==> config.mk <==
export PLATFORM = sky130hd
export DESIGN_NAME = adder_rr_scheduler_flat
export DESIGN_NICKNAME = d
export VERILOG_FILES = /design/src/rtl/adder_rr_scheduler_if.sv /design/src/rtl/adder_rr_scheduler.sv /design/src/flat_wrapper.sv
export SDC_FILE = /design/constraint.sdc
export NUM_CORES = 1
export LEC_CHECK = 0
export CAP_MARGIN = 10
export CORE_MARGIN = 2
export CORE_UTILIZATION = 35
export DETAILED_ROUTE_END_ITERATION = 6
export MAX_ROUTING_LAYER = met4
export PLACE_DENSITY = 0.81
export SYNTH_ARGS = -nofsm -noshare
export SYNTH_HDL_FRONTEND = slang
export SYNTH_SLANG_ARGS = --single-unit
==> constraint.sdc <==
create_clock -name clk -period 5.9 [get_ports clk]
set_clock_uncertainty 0.2 [all_clocks]
set_input_delay 1.18 -clock clk [delete_from_list [all_inputs] [get_ports clk]]
set_output_delay 1.18 -clock clk [all_outputs]
set_load 0.005 [all_outputs]
==> src/rtl/adder_rr_scheduler_if.sv <==
// rtl/adder_rr_scheduler_if.sv - requester/response and adder-side bus for adder_rr_scheduler
interface adder_rr_scheduler_if #(
  parameter int NUM_REQ = 4,
  parameter int W       = 5
);
  logic [NUM_REQ-1:0]   req_valid;
  logic [NUM_REQ*W-1:0] req_a;
  logic [NUM_REQ*W-1:0] req_b;
  logic [NUM_REQ-1:0]   req_ready;
  logic [NUM_REQ-1:0]   resp_valid;
  logic [W-1:0]         resp_sum;
  logic                 resp_cout;
  logic [W-1:0]         add_a;
  logic [W-1:0]         add_b;
  logic [W-1:0]         add_sum;
  logic                 add_cout;

  // Requesters plus the adder instance
  modport master (
    output req_valid, req_a, req_b, add_sum, add_cout,
    input  req_ready, resp_valid, resp_sum, resp_cout, add_a, add_b
  );

  // The scheduler
  modport slave (
    input  req_valid, req_a, req_b, add_sum, add_cout,
    output req_ready, resp_valid, resp_sum, resp_cout, add_a, add_b
  );
endinterface

==> src/rtl/adder_rr_scheduler.sv <==
// rtl/adder_rr_scheduler.sv - round-robin sharing of one registered adder; optional counters via ADDER_SCHED_STATS_EN
module adder_rr_scheduler #(
  parameter int NUM_REQ = 4,
  parameter int W       = 5
) (
  input  logic                 clk,
  input  logic                 rst,
  input  logic                 enable,
  adder_rr_scheduler_if.slave  bus,
  output logic                 idle
`ifdef ADDER_SCHED_STATS_EN
  ,
  output logic [15:0]          stat_ops,
  output logic [15:0]          stat_ovf
`endif
);
  localparam int PW = (NUM_REQ > 1) ? $clog2(NUM_REQ) : 1;

  typedef enum logic [1:0] {S_IDLE, S_RUN, S_DRAIN} state_t;

  state_t             state;
  logic [PW-1:0]      ptr;
  logic               s1_valid;
  logic [PW-1:0]      s1_id;
  logic               s2_valid;
  logic [PW-1:0]      s2_id;
  logic [NUM_REQ-1:0] grant;
  logic [PW-1:0]      grant_id;
  logic               xfer;

  // (base + k) mod NUM_REQ, with k < NUM_REQ
  function automatic logic [PW-1:0] wrap_add(input logic [PW-1:0] base, input int k);
    int s;
    s = int'(base) + k;
    if (s >= NUM_REQ) s = s - NUM_REQ;
    return s[PW-1:0];
  endfunction

  // Round-robin search upward from ptr; grants only while in RUN
  always_comb begin
    grant    = '0;
    grant_id = '0;
    xfer     = 1'b0;
    if (state == S_RUN) begin
      for (int k = 0; k < NUM_REQ; k++) begin
        if (!xfer && bus.req_valid[wrap_add(ptr, k)]) begin
          xfer                     = 1'b1;
          grant_id                 = wrap_add(ptr, k);
          grant[wrap_add(ptr, k)]  = 1'b1;
        end
      end
    end
  end

  assign bus.req_ready = grant;

  // Granted operands to the adder; zero when idle so its input flops settle to a known value
  always_comb begin
    bus.add_a = '0;
    bus.add_b = '0;
    if (xfer) begin
      bus.add_a = bus.req_a[int'(grant_id)*W +: W];
      bus.add_b = bus.req_b[int'(grant_id)*W +: W];
    end
  end

  // Control FSM; idle is registered alongside the state
  always_ff @(posedge clk or posedge rst) begin
    if (rst) begin
      state <= S_IDLE;
      idle  <= 1'b1;
    end else begin
      case (state)
        S_IDLE: begin
          if (enable) begin
            state <= S_RUN;
            idle  <= 1'b0;
          end
        end
        S_RUN: begin
          if (!enable) state <= S_DRAIN;
        end
        S_DRAIN: begin
          // Nothing issues in DRAIN, so an empty stage1 means both stages are empty after this edge
          if (!s1_valid) begin
            state <= S_IDLE;
            idle  <= 1'b1;
          end
        end
        default: begin
          state <= S_IDLE;
          idle  <= 1'b1;
        end
      endcase
    end
  end

  // Rotate pointer past each granted requester; follow each issued op through the two adder stages
  always_ff @(posedge clk or posedge rst) begin
    if (rst) begin
      ptr      <= '0;
      s1_valid <= 1'b0;
      s1_id    <= '0;
      s2_valid <= 1'b0;
      s2_id    <= '0;
    end else begin
      if (xfer) ptr <= wrap_add(grant_id, 1);
      s1_valid <= xfer;
      s1_id    <= grant_id;
      s2_valid <= s1_valid;
      s2_id    <= s1_id;
    end
  end

  // Route the adder result back to the requester that issued it
  always_comb begin
    bus.resp_valid = '0;
    for (int i = 0; i < NUM_REQ; i++) begin
      bus.resp_valid[i] = s2_valid && (s2_id == PW'(i));
    end
  end

  assign bus.resp_sum  = bus.add_sum;
  assign bus.resp_cout = bus.add_cout;

`ifdef ADDER_SCHED_STATS_EN
  // Saturating counts of responses and of responses with carry out
  always_ff @(posedge clk or posedge rst) begin
    if (rst) begin
      stat_ops <= '0;
      stat_ovf <= '0;
    end else if (s2_valid) begin
      if (stat_ops != 16'hFFFF) stat_ops <= stat_ops + 16'd1;
      if (bus.add_cout && stat_ovf != 16'hFFFF) stat_ovf <= stat_ovf + 16'd1;
    end
  end
`endif
endmodule
==> src/flat_wrapper.sv <==
// flat-port wrapper written by rule: the top's interface ports become plain ports
module adder_rr_scheduler_flat 
#(
  parameter int NUM_REQ = 4,
  parameter int W       = 5
)
  (clk, rst, enable, idle, bus_req_valid, bus_req_a, bus_req_b, bus_add_sum, bus_add_cout, bus_req_ready, bus_resp_valid, bus_resp_sum, bus_resp_cout, bus_add_a, bus_add_b);
  adder_rr_scheduler_if #(.NUM_REQ(NUM_REQ), .W(W)) bus_i ();
  input  logic clk;
  input  logic rst;
  input  logic enable;
  output logic idle;
  input wire logic [$bits(bus_i.req_valid)-1:0] bus_req_valid;
  input wire logic [$bits(bus_i.req_a)-1:0] bus_req_a;
  input wire logic [$bits(bus_i.req_b)-1:0] bus_req_b;
  input wire logic [$bits(bus_i.add_sum)-1:0] bus_add_sum;
  input wire logic [$bits(bus_i.add_cout)-1:0] bus_add_cout;
  output wire logic [$bits(bus_i.req_ready)-1:0] bus_req_ready;
  output wire logic [$bits(bus_i.resp_valid)-1:0] bus_resp_valid;
  output wire logic [$bits(bus_i.resp_sum)-1:0] bus_resp_sum;
  output wire logic [$bits(bus_i.resp_cout)-1:0] bus_resp_cout;
  output wire logic [$bits(bus_i.add_a)-1:0] bus_add_a;
  output wire logic [$bits(bus_i.add_b)-1:0] bus_add_b;
  assign bus_i.req_valid = bus_req_valid;
  assign bus_i.req_a = bus_req_a;
  assign bus_i.req_b = bus_req_b;
  assign bus_i.add_sum = bus_add_sum;
  assign bus_i.add_cout = bus_add_cout;
  assign bus_req_ready = bus_i.req_ready;
  assign bus_resp_valid = bus_i.resp_valid;
  assign bus_resp_sum = bus_i.resp_sum;
  assign bus_resp_cout = bus_i.resp_cout;
  assign bus_add_a = bus_i.add_a;
  assign bus_add_b = bus_i.add_b;
  adder_rr_scheduler #(.NUM_REQ(NUM_REQ), .W(W)) u_core (.clk(clk), .rst(rst), .enable(enable), .bus(bus_i), .idle(idle));
endmodule
==> impl_metrics.json, run 1 <==
{
  "status": "complete, no violations",
  "drt_iter0_markers": 29,
  "instances_no_fill": 247,
  "netlist.area_leader.share": 0.190,
  "first_global_vias": 1214,
  "met1_length_mm": 1.34,
  "synth_seq_cells": 11,
  "cts_buffers": 3,
  "core_area_sq_um": 3630,
  "setup_viol": 0,
  "cts_hold_buf": 0,
  "p_clk_frac": 0.087,
  "switching_power_uw": 344,
  "htreeDepth": 1,
  "ir_drop_uv": 154,
  "top_layer": "met4",
  "period_minus_slack_ns": 5.60,
  "yosys-top-cells-area": "dfrtp_1 (19%), mux2i_1 (16%), ha_1 (7.6%)",
  "share_comb_of_total_power": 0.772,
  "synth.distinct_cells": 39,
  "critPathCaptureType": "output pin",
  "wl_per_cell_microns": 12.3,
  "grt_max_degree": 18,
  "start_util": 0.362,
  "die_area_sq_um": 4260,
  "wl_met3_microns": 190,
  "cts-resized-gates": 0,
  "cts_tree": "yes",
  "fin_crit_sh": 0.949,
  "fmax_mhz": 179,
  "root_buffer": "clkbuf_8",
  "syn2layout_area_growth_pct": 51.3,
  "cts.clk_slew.worst_paths_ns": 0.05,
  "min_path_type": "flop to flop",
  "yosysWarnings": 0,
  "power_density_nw_per_um2": 417,
  "syn-mean-instance-area_sq_um": 9.39,
  "synth_common_cells": "mux2i_1 (21), nor2_1 (12), and2_1 (11)",
  "startpoint_type": "input pin",
  "synth_nets": 201,
  "p_leak_uw": 0.000826,
  "gp_congestion": 0.750,
  "ctsLongestPathBuffers": 2,
  "post_cts.repair.setup_buffers": 0,
  "max_cap_viol_count": 0,
  "seqPwrFrac": 0.141,
  "hpwlAfterDp_mm": 2.44,
  "insertion_delay_ns": 0.23,
  "grt_overflow": 0,
  "netlist_instances": 140,
  "synth_edf_count": 0,
  "hold_viol": 0,
  "viasPerCell": 5.04,
  "synth.most_common_cell": "mux2i_1",
  "first_pass_iters": 4,
  "antenna_found_initial": 0,
  "io_pins": 78,
  "numPortBuffers": 65,
  "num_antenna_cells": 0,
  "switching_share": 0.414,
  "rsz0062_at_grt": "no",
  "final_nets": 261,
  "die_y_microns": 65.3,
  "fin_setup_tns_ns": 0,
  "synth-main-ff-cell": "dfrtp_1",
  "drv_slew": 0,
  "syn_area_sq_um": 1320,
  "wl_met2_mm": 1.51,
  "cts_sinks": 11,
  "routed_wl_mm": 3.05,
  "synth_top_area_cell": "dfrtp_1",
  "yosysSeqAreaShare": 0.210,
  "grt_pass1_wl_mm": 5.13,
  "synthArstFlopShare": 1.00,
  "drc_errors": 0,
  "cp.required_ns": 4.52,
  "power.internal_uw": 486,
  "max-slew-margin-rel": 0.443,
  "rows": 22,
  "drive_gt1_frac": 0.0905,
  "tightest_slew_ns": 0.836,
  "num_vias": 1244,
  "crit_fanout": 14,
  "drtAntennaViolNets": 0,
  "critical_path_arrival_ns": 4.22,
  "crit_type": "input pin to output pin",
  "track_usage": 0.151,
  "die_x_microns": 65.3,
  "place_inst": 243
}
cell type report:
| cell class | count | area [sq um] |
|---|---|---|
| Clock buffer | 4 | 45.0 |
| Fill cell | 356 | 1640 |
| Inverter | 4 | 15.0 |
| Multi-Input combinational cell | 112 | 920 |
| Sequential cell | 11 | 277 |
| Tap cell | 48 | 60.1 |
| Timing Repair Buffer | 68 | 673 |
worst max-delay path, stage by stage:
cell	delay, ns
clkdlybuf4s50_1	0.53
mux2_4	0.32
mux2_4	0.33
o31ai_4	0.74
buf_4	0.32
mux2i_1	0.23
o22ai_1	0.11
clkdlybuf4s50_1	0.46
layout by cell type, fill, tap and decap left out, types with 8 or more instances in the layout:
cell,count
nor2_1,12
ha_1,8
o22ai_1,9
clkdlybuf4s50_1,65
and2_1,11
dfrtp_1,10
mux2i_1,21
per-stage QoR:
step	hold slack [ns]	area [sq um]	util	power [uW]	setup WS (ns)
after global routing	0.150	1990	0.548	902	0.150
after floorplan	0.131	1320	-	611	1.95
after detailed placement	0.135	1940	0.535	762	0.261
after CTS	0.146	1990	0.548	838	0.253
after global placement	0.134	1940	0.535	750	0.332
final	0.144	1990	0.548	830	0.299
power groups by stage:
stage	sequential, uW	clock, uW	combinational, uW
6_report	117	72.2	641
5_1_grt	120	79.1	703
4_1_cts	117	75.3	646
3_5_place_dp	118	0	644
3_3_place_gp	117	0	633
2_1_floorplan	117	0	495
sequential cells by signal (all words and copies together), names as in the netlist:
signal and count:
u_core.s2_valid 1, u_core.state 2, u_core.s2_id 2, u_core.idle 1
u_core.s1_valid 1, u_core.s1_id 2, u_core.ptr 2
final timing paths:
kind	to	depth (start not counted)	startpoint	slack (ns)
min in group asynchronous	u_core.s2_valid	2	rst	1.04
max in group asynchronous	u_core.idle	2	rst	4.15
worst min-delay path	u_core.s2_id[0]	0	u_core.s1_id[0]	0.14
worst min register to register	u_core.s2_id[0]	0	u_core.s1_id[0]	0.14
worst max register to register	u_core.s1_id[0]	6	u_core.ptr[1]	3.02
worst max-delay path	bus_add_a[3]	8	bus_req_valid[2]	0.30
cell families (layout without fill, tap and decap cells):
| logic type | Yosys count | count (layout) | synth area share |
|---|---|---|---|
| simple gates | 45 | 45 | 0.193 |
| compound gates | 30 | 30 | 0.171 |
| mux | 27 | 27 | 0.245 |
| buf+inv | 17 | 76 | 0.0904 |
| flops | 11 | 11 | 0.210 |
| fa+ha+maj | 8 | 8 | 0.0761 |
| xor+xnor | 2 | 2 | 0.0133 |
metal layers:
metal / vias up / global-route usage
met5: - / -
met4: 0 / 0.0313
met3: 2 / 0.0308
met2: 42 / 0.269
met1: 576 / 0.175
li1: 624 / -
No activity file was read; power rests on OpenSTA's default activity.
==> run 2: changes to the inputs <==
--- a/config.mk
+++ b/config.mk
@@ -9,8 +9,9 @@
 export CORE_MARGIN = 2
 export CORE_UTILIZATION = 35
 export DETAILED_ROUTE_END_ITERATION = 6
+export DONT_BUFFER_PORTS = 1
 export MAX_ROUTING_LAYER = met4
-export PLACE_DENSITY = 0.81
+export PLACE_DENSITY = 0.54
 export SYNTH_ARGS = -nofsm -noshare
 export SYNTH_HDL_FRONTEND = slang
 export SYNTH_SLANG_ARGS = --single-unit
==> impl_metrics.json, run 2 (synthesized netlist as in run 1, its figures left out) <==
{
  "status": "complete, no violations",
  "routed_wl_mm": 2.68,
  "cts-resized-gates": 0,
  "fin_setup_tns_ns": 0,
  "io_pins": 78,
  "crit_type": "flop to output pin",
  "post_cts.repair.setup_buffers": 0,
  "drt_iter0_markers": 24,
  "num_vias": 1015,
  "insertion_delay_ns": 0.24,
  "ir_drop_uv": 189,
  "place_inst": 175,
  "track_usage": 0.120,
  "cpMaxStageDelayCell": "dfrtp_1",
  "cts_sinks": 11,
  "setup_viol": 0,
  "layout_common_cells": "mux2i_1 (21), nor2_1 (12), and2_1 (11)",
  "total_power_uw": 726,
  "cts_hold_buf": 0,
  "die_area_sq_um": 4260,
  "fin_crit_sh": 0.840,
  "drv_slew": 0,
  "hold_viol": 0,
  "max_cap_viol_count": 0,
  "core_area_sq_um": 3630,
  "wl_per_cell_microns": 14.9,
  "crit_chain": "inv_1, ha_1, nand2b_1, a21oi_1, a2111oi_0, o21ai_1, nand2_2, o22ai_1",
  "power_density_nw_per_um2": 545,
  "cts_buffers": 3,
  "hpwlAfterDp_mm": 2.09,
  "r2r_cells": 7,
  "root_buffer": "clkbuf_8",
  "numPortBuffers": 0,
  "first_pass_iters": 4,
  "grt_overflow": 0,
  "gp_congestion": 0.756,
  "drive_gt1_frac": 0.121,
  "critPathCaptureType": "output pin",
  "final_nets": 194,
  "tightest_slew_ns": 1.02,
  "start_util": 0.362,
  "rows": 22,
  "fin_util": 0.366,
  "htreeDepth": 1,
  "die_x_microns": 65.3,
  "syn2layout_area_growth_pct": 1.24,
  "rsz0062_at_grt": "no",
  "first_global_vias": 886,
  "design_area_sq_um": 1330,
  "antenna_found_initial": 0,
  "cts_tree": "yes",
  "crit_fanout": 18,
  "die_y_microns": 65.3,
  "num_antenna_cells": 0,
  "grt_max_degree": 22,
  "ctsLongestPathBuffers": 2,
  "viasPerCell": 5.64,
  "instances_no_fill": 180,
  "fmax_mhz": 202,
  "slowest_delay_ns": 0.82,
  "startpoint_type": "flop",
  "grt_pass1_wl_mm": 3.97,
  "max-slew-margin-rel": 0.313,
  "p_leak_uw": 0.000573,
  "min_path_type": "flop to flop",
  "placed_area_sq_um": 1270,
  "holdPathStages": 0,
  "layout_commonest_cell": "mux2i_1",
  "drc_errors": 0,
  "critical_path_arrival_ns": 3.58,
  "period_minus_slack_ns": 4.96,
  "cp.required_ns": 4.52,
  "drtAntennaViolNets": 0,
  "cts.clk_slew.worst_paths_ns": 0.05
}
==> run 2: cell count changes in the layout (fill, tap and decap cells not counted), sizes merged <==
cell	change
buf	-2
clkdlybuf4s50	-65
==> run 2: report_power, final <==
| part | switching (uW) | internal (uW) |
|---|---|---|
| combinational | 263 | 252 |
| sequential | 41.4 | 97.4 |
| clock | 25.9 | 47.2 |
==> run 2: metal layers <==
metal | track usage | vias up | share of wire
met2 | 0.210 | 55 | 0.49
met5 | - | - | 0
li1 | - | 487 | -
met1 | 0.143 | 468 | 0.42
met4 | 0.0182 | 0 | 0.0071
met3 | 0.0291 | 5 | 0.083
==> run 2: area by class of cell <==
type | count | area, sq um
fill | 373 | 2300
multi-input combinational | 112 | 920
sequential | 11 | 277
tap | 48 | 60.1
clock buffer | 4 | 45.0
timing repair buffer | 1 | 15.0
inverter | 4 | 15.0
==> run 2: final timing paths <==
kind | start | end | slack, ns
max in group asynchronous | rst | u_core.idle | 4.57
min reg2reg | u_core.s1_id[0] | u_core.s2_id[0] | 0.14
max | u_core.ptr[0] | bus_add_b[2] | 0.94
min | u_core.s1_id[0] | u_core.s2_id[0] | 0.14
max reg2reg | u_core.ptr[0] | u_core.ptr[1] | 2.55
min in group asynchronous | rst | u_core.s2_valid | 0.61
==> run 2: worst max-delay path, delay by kind of cell, from the launching register on <==
family / cells / cell delay [ns]
compound gates: 4 / 1.35
flops: 1 / 0.82
simple gates: 2 / 0.51
fa+ha+maj: 1 / 0.44
buf+inv: 1 / 0.22
==> run 2: through the flow <==
| step | hold WS (ns) | setup WS (ns) |
|---|---|---|
| 3_5_place_dp | 0.135 | 0.999 |
| 6_report | 0.136 | 0.942 |
| 2_1_floorplan | 0.131 | 1.95 |
| 4_1_cts | 0.142 | 0.757 |
| 5_1_grt | 0.145 | 0.582 |
| 3_3_place_gp | 0.136 | 1.16 |
==> run 3: changes to the inputs <==
==> constraint.sdc (replaced) <==
create_clock -name clk -period 5 [get_ports clk]
set_clock_uncertainty 0.2 [all_clocks]
set_input_delay 1 -clock clk [delete_from_list [all_inputs] [get_ports clk]]
set_output_delay 1 -clock clk [all_outputs]
set_load 0.005 [all_outputs]
==> impl_metrics.json, run 3 (synthesized netlist as in run 1, its figures left out) <==
{
  "cts_tree": "yes",
  "die_area_sq_um": 4260,
  "ir_drop_uv": 438,
  "design_area_sq_um": 1340,
  "r2r_end": "u_core.ptr[1]",
  "drc_errors": 0,
  "gp_congestion": 0.794,
  "period_minus_slack_ns": 4.43,
  "crit_type": "flop to output pin",
  "max_cap_viol_count": 0,
  "insertion_delay_ns": 0.24,
  "rows": 22,
  "first_pass_iters": 5,
  "viasPerCell": 5.78,
  "cts_buffers": 3,
  "syn2layout_area_growth_pct": 1.90,
  "antenna_found_initial": 0,
  "root_buffer": "clkbuf_8",
  "io_pins": 78,
  "hpwlAfterDp_mm": 2.04,
  "start_util": 0.362,
  "power_density_nw_per_um2": 644,
  "critPathCaptureType": "output pin",
  "drt_iter0_markers": 30,
  "grt_max_degree": 22,
  "core_area_sq_um": 3630,
  "num_vias": 1046,
  "crit_start": "u_core.ptr[1]",
  "crit_fanout": 14,
  "cts_hold_buf": 0,
  "hp-start": "u_core.s1_id[0]",
  "fill_cells": 386,
  "cp.required_ns": 3.80,
  "drtAntennaViolNets": 0,
  "startpoint_type": "flop",
  "ctsLongestPathBuffers": 2,
  "die_y_microns": 65.3,
  "setup_viol": 0,
  "status": "complete, no violations",
  "cts.clk_slew.worst_paths_ns": 0.05,
  "rr_startpoint": "u_core.ptr[1]",
  "fin_setup_tns_ns": 0,
  "track_usage": 0.128,
  "routed_wl_mm": 2.65,
  "wl_per_cell_microns": 14.6,
  "first_global_vias": 966,
  "numPortBuffers": 0,
  "drv_slew": 0,
  "placed_area_sq_um": 1280,
  "post_cts.repair.setup_buffers": 0,
  "p_leak_uw": 0.000580,
  "hold_viol": 0,
  "tightest_slew_ns": 1.06,
  "layout_common_cells": "mux2i_1 (21), nor2_1 (12), and2_1 (11)",
  "die_x_microns": 65.3,
  "critical_path_arrival_ns": 3.23,
  "max-slew-margin-rel": 0.292,
  "rsz0062_at_grt": "no",
  "num_antenna_cells": 0,
  "rrSetupSlack_ns": 2.00,
  "fmax_mhz": 226,
  "layout_commonest_cell": "mux2i_1",
  "grt_overflow": 0,
  "fin_crit_sh": 0.885,
  "htreeDepth": 1,
  "grt_pass1_wl_mm": 4.30,
  "final_nets": 195,
  "r2r_cells": 7,
  "drive_gt1_frac": 0.135,
  "crit_end": "bus_add_b[0]",
  "cts-resized-gates": 0,
  "cts_sinks": 11,
  "min_path_type": "flop to flop"
}
run 3: worst max-delay path, stage by stage, from the launching register on:
cell,delay [ns]
dfrtp_1,0.50
inv_1,0.21
ha_1,0.41
nand2b_1,0.18
a21oi_1,0.14
a2111oi_0,0.08
o21ai_1,0.84
nand2_2,0.34
o22ai_1,0.30
run 3: final cells by class:
class	instances	area, sq um	area share
clock buffer	3	41.3	0.0308
inverter	4	15.0	0.0112
tap	48	60.1	0.0448
timing repair buffer	2	22.5	0.0168
sequential	11	277	0.206
clock inverter	1	5.00	0.00373
multi-input combinational	112	920	0.686
run 3: layer usage:
| metal | part of all wire | GRT usage | vias up |
|---|---|---|---|
| met5 | 0 | - | - |
| met4 | 0.0072 | 0.0339 | 0 |
| met3 | 0.078 | 0.0308 | 4 |
| met2 | 0.50 | 0.226 | 58 |
| met1 | 0.41 | 0.146 | 490 |
| li1 | - | - | 494 |
run 3: worst min path at each step:
stage                      endpoint  slack (ns)  cells past startpoint
floorplan           u_core.s2_id[0]        0.13                      0
global placement    u_core.s2_id[1]        0.13                      0
detailed placement  u_core.s2_id[0]        0.13                      0
CTS                 u_core.s2_id[0]        0.15                      0
global route        u_core.s2_id[0]        0.15                      0
finish              u_core.s2_id[0]        0.14                      0
run 3: per-stage QoR:
stage,power (uW),worst slack (ns),hold WS [ns],std cells,utilization
after global routing,944,0.167,0.147,181,0.369
after detailed placement,764,0.647,0.135,176,0.352
final,863,0.573,0.145,181,0.369
after floorplan,721,1.23,0.131,140,-
after CTS,854,0.382,0.146,180,0.365
after global placement,743,0.732,0.135,176,0.352
run 3: power breakdown:
part | leakage (uW) | switching (uW) | internal, uW
Clock | 0.0000255 | 32.1 | 54.6
Combinational | 0.000417 | 336 | 301
Sequential | 0.000138 | 22.7 | 115
Total | 0.000580 | 391 | 471
